[config.mk]
export PLATFORM = sky130hd
export DESIGN_NAME = memory_game_core
export DESIGN_NICKNAME = d
export VERILOG_FILES = /design/src/rtl/memory_game_core.sv
export SDC_FILE = /design/constraint.sdc
export NUM_CORES = 1
export LEC_CHECK = 0
export BUFFER_PORTS_ARGS = -buffer_cell sky130_fd_sc_hd__buf_2
export CAP_MARGIN = 5
export CORE_ASPECT_RATIO = 0.7
export CORE_UTILIZATION = 52
export CTS_CLUSTER_DIAMETER = 120
export DETAILED_ROUTE_END_ITERATION = 10
export PLACE_DENSITY = 0.79
export SLEW_MARGIN = 15
export SYNTH_ARGS = -nofsm -noshare
export SYNTH_HDL_FRONTEND = slang
export SYNTH_SLANG_ARGS = --single-unit
[constraint.sdc]
create_clock -name clk -period 2.6 [get_ports clk]
set_clock_uncertainty 0.15 [all_clocks]
set_input_delay 0.52 -clock clk [delete_from_list [all_inputs] [get_ports clk]]
set_output_delay 0.52 -clock clk [all_outputs]
set_load 0.02 [all_outputs]
[src/rtl/memory_game_core.sv]
// Memory-pairs game engine: player turns, board cursor, two-card pick, timed reveal,
// match resolution, per-player scores and winner/tie detection.
module memory_game_core #(
  parameter int unsigned COLS        = 4,
  parameter int unsigned ROWS        = 4,
  parameter int unsigned CARD_W      = 4,
  parameter int unsigned PLAYERS     = 2,
  parameter int unsigned SHOW_CYCLES = 50_000_000,
  localparam int unsigned N  = COLS * ROWS,
  localparam int unsigned XW = $clog2(COLS),
  localparam int unsigned YW = $clog2(ROWS),
  localparam int unsigned IW = $clog2(N),
  localparam int unsigned PW = $clog2(PLAYERS),
  localparam int unsigned SW = $clog2(N / 2 + 1)
) (
  input  logic                    clk,
  input  logic                    rst,
  input  logic                    btn_left,
  input  logic                    btn_right,
  input  logic                    btn_up,
  input  logic                    btn_down,
  input  logic                    btn_select,
  input  logic                    start,
  input  logic                    load_en,
  input  logic [IW-1:0]           load_idx,
  input  logic [CARD_W-1:0]       load_card,
  output logic [XW-1:0]           cursor_x,
  output logic [YW-1:0]           cursor_y,
  output logic [N*CARD_W-1:0]     card_value,
  output logic [N*2-1:0]          card_state,
  output logic [PW-1:0]           cur_player,
  output logic [PLAYERS*SW-1:0]   score,
  output logic                    busy,
  output logic                    game_over,
  output logic [PW-1:0]           winner,
  output logic                    tie
);

  // Reveal timer only needs to reach SHOW_CYCLES-1.
  localparam int unsigned TW = (SHOW_CYCLES > 1) ? $clog2(SHOW_CYCLES) : 1;

  localparam logic [1:0] C_HIDDEN  = 2'b00;
  localparam logic [1:0] C_UP      = 2'b01;
  localparam logic [1:0] C_MATCHED = 2'b10;

  typedef enum logic [2:0] {
    S_IDLE,
    S_PICK1,
    S_PICK2,
    S_SHOW,
    S_RESOLVE,
    S_DONE
  } state_e;

  state_e              state_q, state_d;
  logic [XW-1:0]       cursor_x_q, cursor_x_d;
  logic [YW-1:0]       cursor_y_q, cursor_y_d;
  logic [CARD_W-1:0]   val_q [N];
  logic [CARD_W-1:0]   val_d [N];
  logic [1:0]          cst_q [N];
  logic [1:0]          cst_d [N];
  logic [PW-1:0]       player_q, player_d;
  logic [SW-1:0]       score_q [PLAYERS];
  logic [SW-1:0]       score_d [PLAYERS];
  logic [IW-1:0]       first_q, first_d;
  logic [IW-1:0]       second_q, second_d;
  logic [TW-1:0]       timer_q, timer_d;
  logic                busy_q, busy_d;
  logic                game_over_q, game_over_d;

  logic [IW-1:0]       cur_idx_c;
  logic                all_matched_c;
  logic [SW-1:0]       best_c;
  logic [PW-1:0]       win_c;
  logic                tie_c;

  // Linear index of the cell under the cursor.
  assign cur_idx_c = IW'(cursor_y_q) * IW'(COLS) + IW'(cursor_x_q);

  // State register and all game storage.
  always_ff @(posedge clk or negedge rst) begin
    if (!rst) begin
      state_q     <= S_IDLE;
      cursor_x_q  <= '0;
      cursor_y_q  <= '0;
      player_q    <= '0;
      first_q     <= '0;
      second_q    <= '0;
      timer_q     <= '0;
      busy_q      <= 1'b0;
      game_over_q <= 1'b0;
      for (int i = 0; i < int'(N); i++) begin
        val_q[i] <= '0;
        cst_q[i] <= C_HIDDEN;
      end
      for (int p = 0; p < int'(PLAYERS); p++) begin
        score_q[p] <= '0;
      end
    end else begin
      state_q     <= state_d;
      cursor_x_q  <= cursor_x_d;
      cursor_y_q  <= cursor_y_d;
      player_q    <= player_d;
      first_q     <= first_d;
      second_q    <= second_d;
      timer_q     <= timer_d;
      busy_q      <= busy_d;
      game_over_q <= game_over_d;
      val_q       <= val_d;
      cst_q       <= cst_d;
      score_q     <= score_d;
    end
  end

  // Next-state logic: loading, cursor moves, picks, reveal timing and resolution.
  always_comb begin
    state_d       = state_q;
    cursor_x_d    = cursor_x_q;
    cursor_y_d    = cursor_y_q;
    val_d         = val_q;
    cst_d         = cst_q;
    player_d      = player_q;
    score_d       = score_q;
    first_d       = first_q;
    second_d      = second_q;
    timer_d       = timer_q;
    all_matched_c = 1'b1;

    case (state_q)
      S_IDLE, S_DONE: begin
        if (start) begin
          for (int i = 0; i < int'(N); i++) begin
            cst_d[i] = C_HIDDEN;
          end
          for (int p = 0; p < int'(PLAYERS); p++) begin
            score_d[p] = '0;
          end
          player_d   = '0;
          cursor_x_d = '0;
          cursor_y_d = '0;
          state_d    = S_PICK1;
        end else if (load_en && (32'(load_idx) < 32'(N))) begin
          val_d[load_idx] = load_card;
        end
      end

      S_PICK1, S_PICK2: begin
        if (btn_select) begin
          // Only a hidden card can be picked; anything else leaves the turn untouched.
          if (cst_q[cur_idx_c] == C_HIDDEN) begin
            cst_d[cur_idx_c] = C_UP;
            if (state_q == S_PICK1) begin
              first_d = cur_idx_c;
              state_d = S_PICK2;
            end else begin
              second_d = cur_idx_c;
              timer_d  = '0;
              state_d  = S_SHOW;
            end
          end
        end else if (btn_left) begin
          cursor_x_d = (cursor_x_q == '0) ? XW'(COLS - 1) : cursor_x_q - XW'(1);
        end else if (btn_right) begin
          cursor_x_d = (cursor_x_q == XW'(COLS - 1)) ? '0 : cursor_x_q + XW'(1);
        end else if (btn_up) begin
          cursor_y_d = (cursor_y_q == '0) ? YW'(ROWS - 1) : cursor_y_q - YW'(1);
        end else if (btn_down) begin
          cursor_y_d = (cursor_y_q == YW'(ROWS - 1)) ? '0 : cursor_y_q + YW'(1);
        end
      end

      S_SHOW: begin
        if (timer_q == TW'(SHOW_CYCLES - 1)) begin
          state_d = S_RESOLVE;
        end else begin
          timer_d = timer_q + TW'(1);
        end
      end

      S_RESOLVE: begin
        if (val_q[first_q] == val_q[second_q]) begin
          cst_d[first_q]    = C_MATCHED;
          cst_d[second_q]   = C_MATCHED;
          score_d[player_q] = score_q[player_q] + SW'(1);
        end else begin
          cst_d[first_q]  = C_HIDDEN;
          cst_d[second_q] = C_HIDDEN;
          player_d = (player_q == PW'(PLAYERS - 1)) ? '0 : player_q + PW'(1);
        end
        for (int i = 0; i < int'(N); i++) begin
          if (cst_d[i] != C_MATCHED) begin
            all_matched_c = 1'b0;
          end
        end
        state_d = all_matched_c ? S_DONE : S_PICK1;
      end

      default: begin
        state_d = S_IDLE;
      end
    endcase

    busy_d      = (state_d == S_SHOW) || (state_d == S_RESOLVE);
    game_over_d = (state_d == S_DONE);
  end

  // Highest score, lowest-index holder wins, tie if any other player shares it.
  always_comb begin
    best_c = score_q[0];
    win_c  = '0;
    tie_c  = 1'b0;
    for (int p = 1; p < int'(PLAYERS); p++) begin
      if (score_q[p] > best_c) begin
        best_c = score_q[p];
        win_c  = PW'(p);
      end
    end
    for (int p = 0; p < int'(PLAYERS); p++) begin
      if ((score_q[p] == best_c) && (PW'(p) != win_c)) begin
        tie_c = 1'b1;
      end
    end
  end

  // Flatten per-cell storage onto the renderer buses.
  for (genvar i = 0; i < int'(N); i++) begin : g_cell
    assign card_value[i*CARD_W +: CARD_W] = val_q[i];
    assign card_state[i*2 +: 2]           = cst_q[i];
  end

  // Flatten per-player scores.
  for (genvar p = 0; p < int'(PLAYERS); p++) begin : g_score
    assign score[p*SW +: SW] = score_q[p];
  end

  assign cursor_x   = cursor_x_q;
  assign cursor_y   = cursor_y_q;
  assign cur_player = player_q;
  assign busy       = busy_q;
  assign game_over  = game_over_q;
  assign winner     = game_over_q ? win_c : '0;
  assign tie        = game_over_q & tie_c;

endmodule
==> qor.yml <==
p_leak_nw: 5.38
final_common_cell: "dfrtp_1"
final_cells: 1260
powerDensity_nw_per_um2: 1080
numCtsBuffers: 17
worstPathRequired_ps: 2750
grt-ovfl-total: 0
synth.area.top_cells: "dfrtp_1 43%, mux2_2 8.8%, mux4_2 7.0%"
port_buffers: 129
die_area_um2: 17200
avgSynthCellArea_um2: 10.6
synth_cells: 816
synth_edf_count: 0
fin_util: 0.700
finalHoldViolCount: 0
drt_iter0_drc: 1114
rsz0062_at_grt: "yes"
place_ws_ps: -275
clk_pin_slew_ps: 70
slew_headroom: 0.518
cap_viol_max_count: 0
clock-root-buffer: "clkbuf_16"
synth_area_leader_cell: "dfrtp_1"
antenna_found_initial: 0
die_h_um: 110
criticalPathCategory: "reg2reg"
status: "finished, violations left"
htreeDepth: 4
grt_pass1_wl_mm: 41.5
clock-sinks: 148
fmax_mhz: 350
hold_slack_ps: 264
synth_top_area_share: 0.427
startpoint_type: "register"
wl_mm: 28.5
routedWlPerCell_um: 22.6
yosysWarnings: 0
initial_core_util: 0.532
crit_arrival_ps: 3010
ioPinCount: 130
layout_common_cells: "145 x dfrtp_1, 128 x buf_2, 91 x buf_4"
grtUsageTotal: 0.320
path_cells: "buf_12 > mux4_2 > a22oi_1 > nand2_1 > xor2_1 > nor4_4 > buf_6 > buf_6 > nand3_2 > a31o_1"
postRouteAntennaNets: 0
timing.final.ws_setup_ps: -258
nFillCells: 1136
dpl.cell_count: 1205
grt_pass1_vias: 7494
firstDrtPassIters: 6
worst_pin_slew_ps: 723
ys.flop_type: "dfrtp_1"
placementRows: 39
async_flop_share: 1.00
grt_max_degree: 56
vias_per_cell: 6.54
synth.yosys.seq_area_share: 0.427
core_area_um2: 16300
finalCritPeriodShare: 1.10
num_vias: 8241
cts_tree: "built"
yosys.cell_types.count: 57
die_w_um: 156
final_nets: 1053
drc: 0
peakVddDrop_mv: 0.657
final_max_slew_viol_count: 0
clkLatencyLatePin_ps: 420
gp_congestion: 1.01
drive_gt1_frac: 0.431
syn_area_um2: 8670
period_minus_slack_ps: 2860
antenna_cells: 0
post-dp-hpwl_mm: 18.8
slowest_stage: "mux4_2"
crit_top_cell: "buf_6"
violations: "negative setup slack"
areaGrowthSynthToFinish_pct: 31.7
finalSetupViolCount: 43
max_stage_delay_ps: 490
crit_fanout: 8
synth_nets: 847
hold_class: "in2reg"
synth_seq_cells: 148
cts_buffer_depth: 2
endpoint_kind: "register"
-- state kept, by name, indices dropped and copies added, names as in the netlist --
signal / cells
timer_q: 26
cursor_x: 2
game_over: 1
score: 8
cur_player: 1
cursor_y: 2
busy: 1
state_q: 3
first_q: 4
card_value: 64
second_q: 4
card_state: 32
-- final timing paths --
check / from / slack (ps) / cells after the start / to
setup / recovery: second_q[0] / -260 / 10 / score[5]
hold / removal: btn_up / 260 / 3 / cursor_y[1]
setup reg to reg: second_q[0] / -260 / 10 / score[5]
hold reg to reg: timer_q[1] / 380 / 2 / timer_q[1]
max in group asynchronous: rst / 1180 / 3 / card_state[14]
min in group asynchronous: rst / 470 / 2 / card_value[50]
-- cell type report --
cell class | count | area [um^2] | share of cell area
Multi-Input combinational cell | 603 | 5070 | 0.444
Sequential cell | 148 | 3710 | 0.325
Timing Repair Buffer | 240 | 1700 | 0.149
Clock buffer | 17 | 425 | 0.0373
Tap cell | 225 | 282 | 0.0247
Clock inverter | 15 | 183 | 0.0160
Inverter | 12 | 50.0 | 0.00439
-- per-layer routing --
metal	wire length [um]	GRT usage	vias to the layer above
li1	-	-	3465
met2	12600	0.492	622
met4	1060	0.0987	0
met1	11700	0.462	4006
met5	0	0	-
met3	3050	0.0625	148
-- power breakdown --
group	total, mW	switching, mW	internal [mW]
clock network	2.58	1.12	1.46
registers	3.39	0.636	2.76
logic	6.36	3.55	2.81
-- through the flow --
stage	setup TNS [ps]	instance area (um^2)	power, mW
after floorplan	-324	8720	6.47
after global placement	-3410	10100	8.16
after detailed placement	-5330	10100	8.29
after CTS	-888	10900	11.1
after global routing	-9720	11400	12.8
final	-6700	11400	12.3
-- worst max-delay path, delay by kind of cell, from the launching register on --
family / cells / cell delay (ps)
XOR/XNOR: 1 / 200
AND/OR/NAND/NOR: 3 / 500
multiplexers: 1 / 490
flip-flops: 1 / 450
buffers and inverters: 3 / 460
AO/OA/AOI/OAI: 2 / 490
-- logic make-up (layout without fill, tap and decap cells) --
kind of cell               Yosys count  in the layout  share of synthesized area
AOI/OAI and AO/OA                  210            210                      0.158
adders and majority gates           14             14                     0.0202
xor gates and xnor gates            32             32                     0.0323
DFF                                148            148                      0.427
muxes                              106            106                      0.188
and+or+nand+nor                    241            241                      0.139
buffers and inverters               65            284                     0.0347
-- cell usage after synthesis, types with 11 or more instances --
master and count:
clkbuf_1 30, ha_1 14, or3_1 13, a22o_1 16
a22oi_1 23, mux2_2 68, o22ai_1 13, nand2b_1 15
o21ai_0 49, buf_1 12, nand2_1 47, a31oi_1 19
a21oi_1 46, mux4_2 27, nor2b_1 18, dfrtp_1 148
nand3_1 15, nor2_1 82, inv_1 11, xor2_1 27
-- repair_timing --
action | CTS | global route
hold endpoints to repair | 52 | 0
pin swaps | 7 | 37
hold buffers | 1 | 0
buffers inserted | 6 | 13
cloned | 1 | 3
gates resized for setup | 27 | 71
endpoints found under the setup margin | 48 | 56
Note: power is estimated with default switching activity, not from simulation.
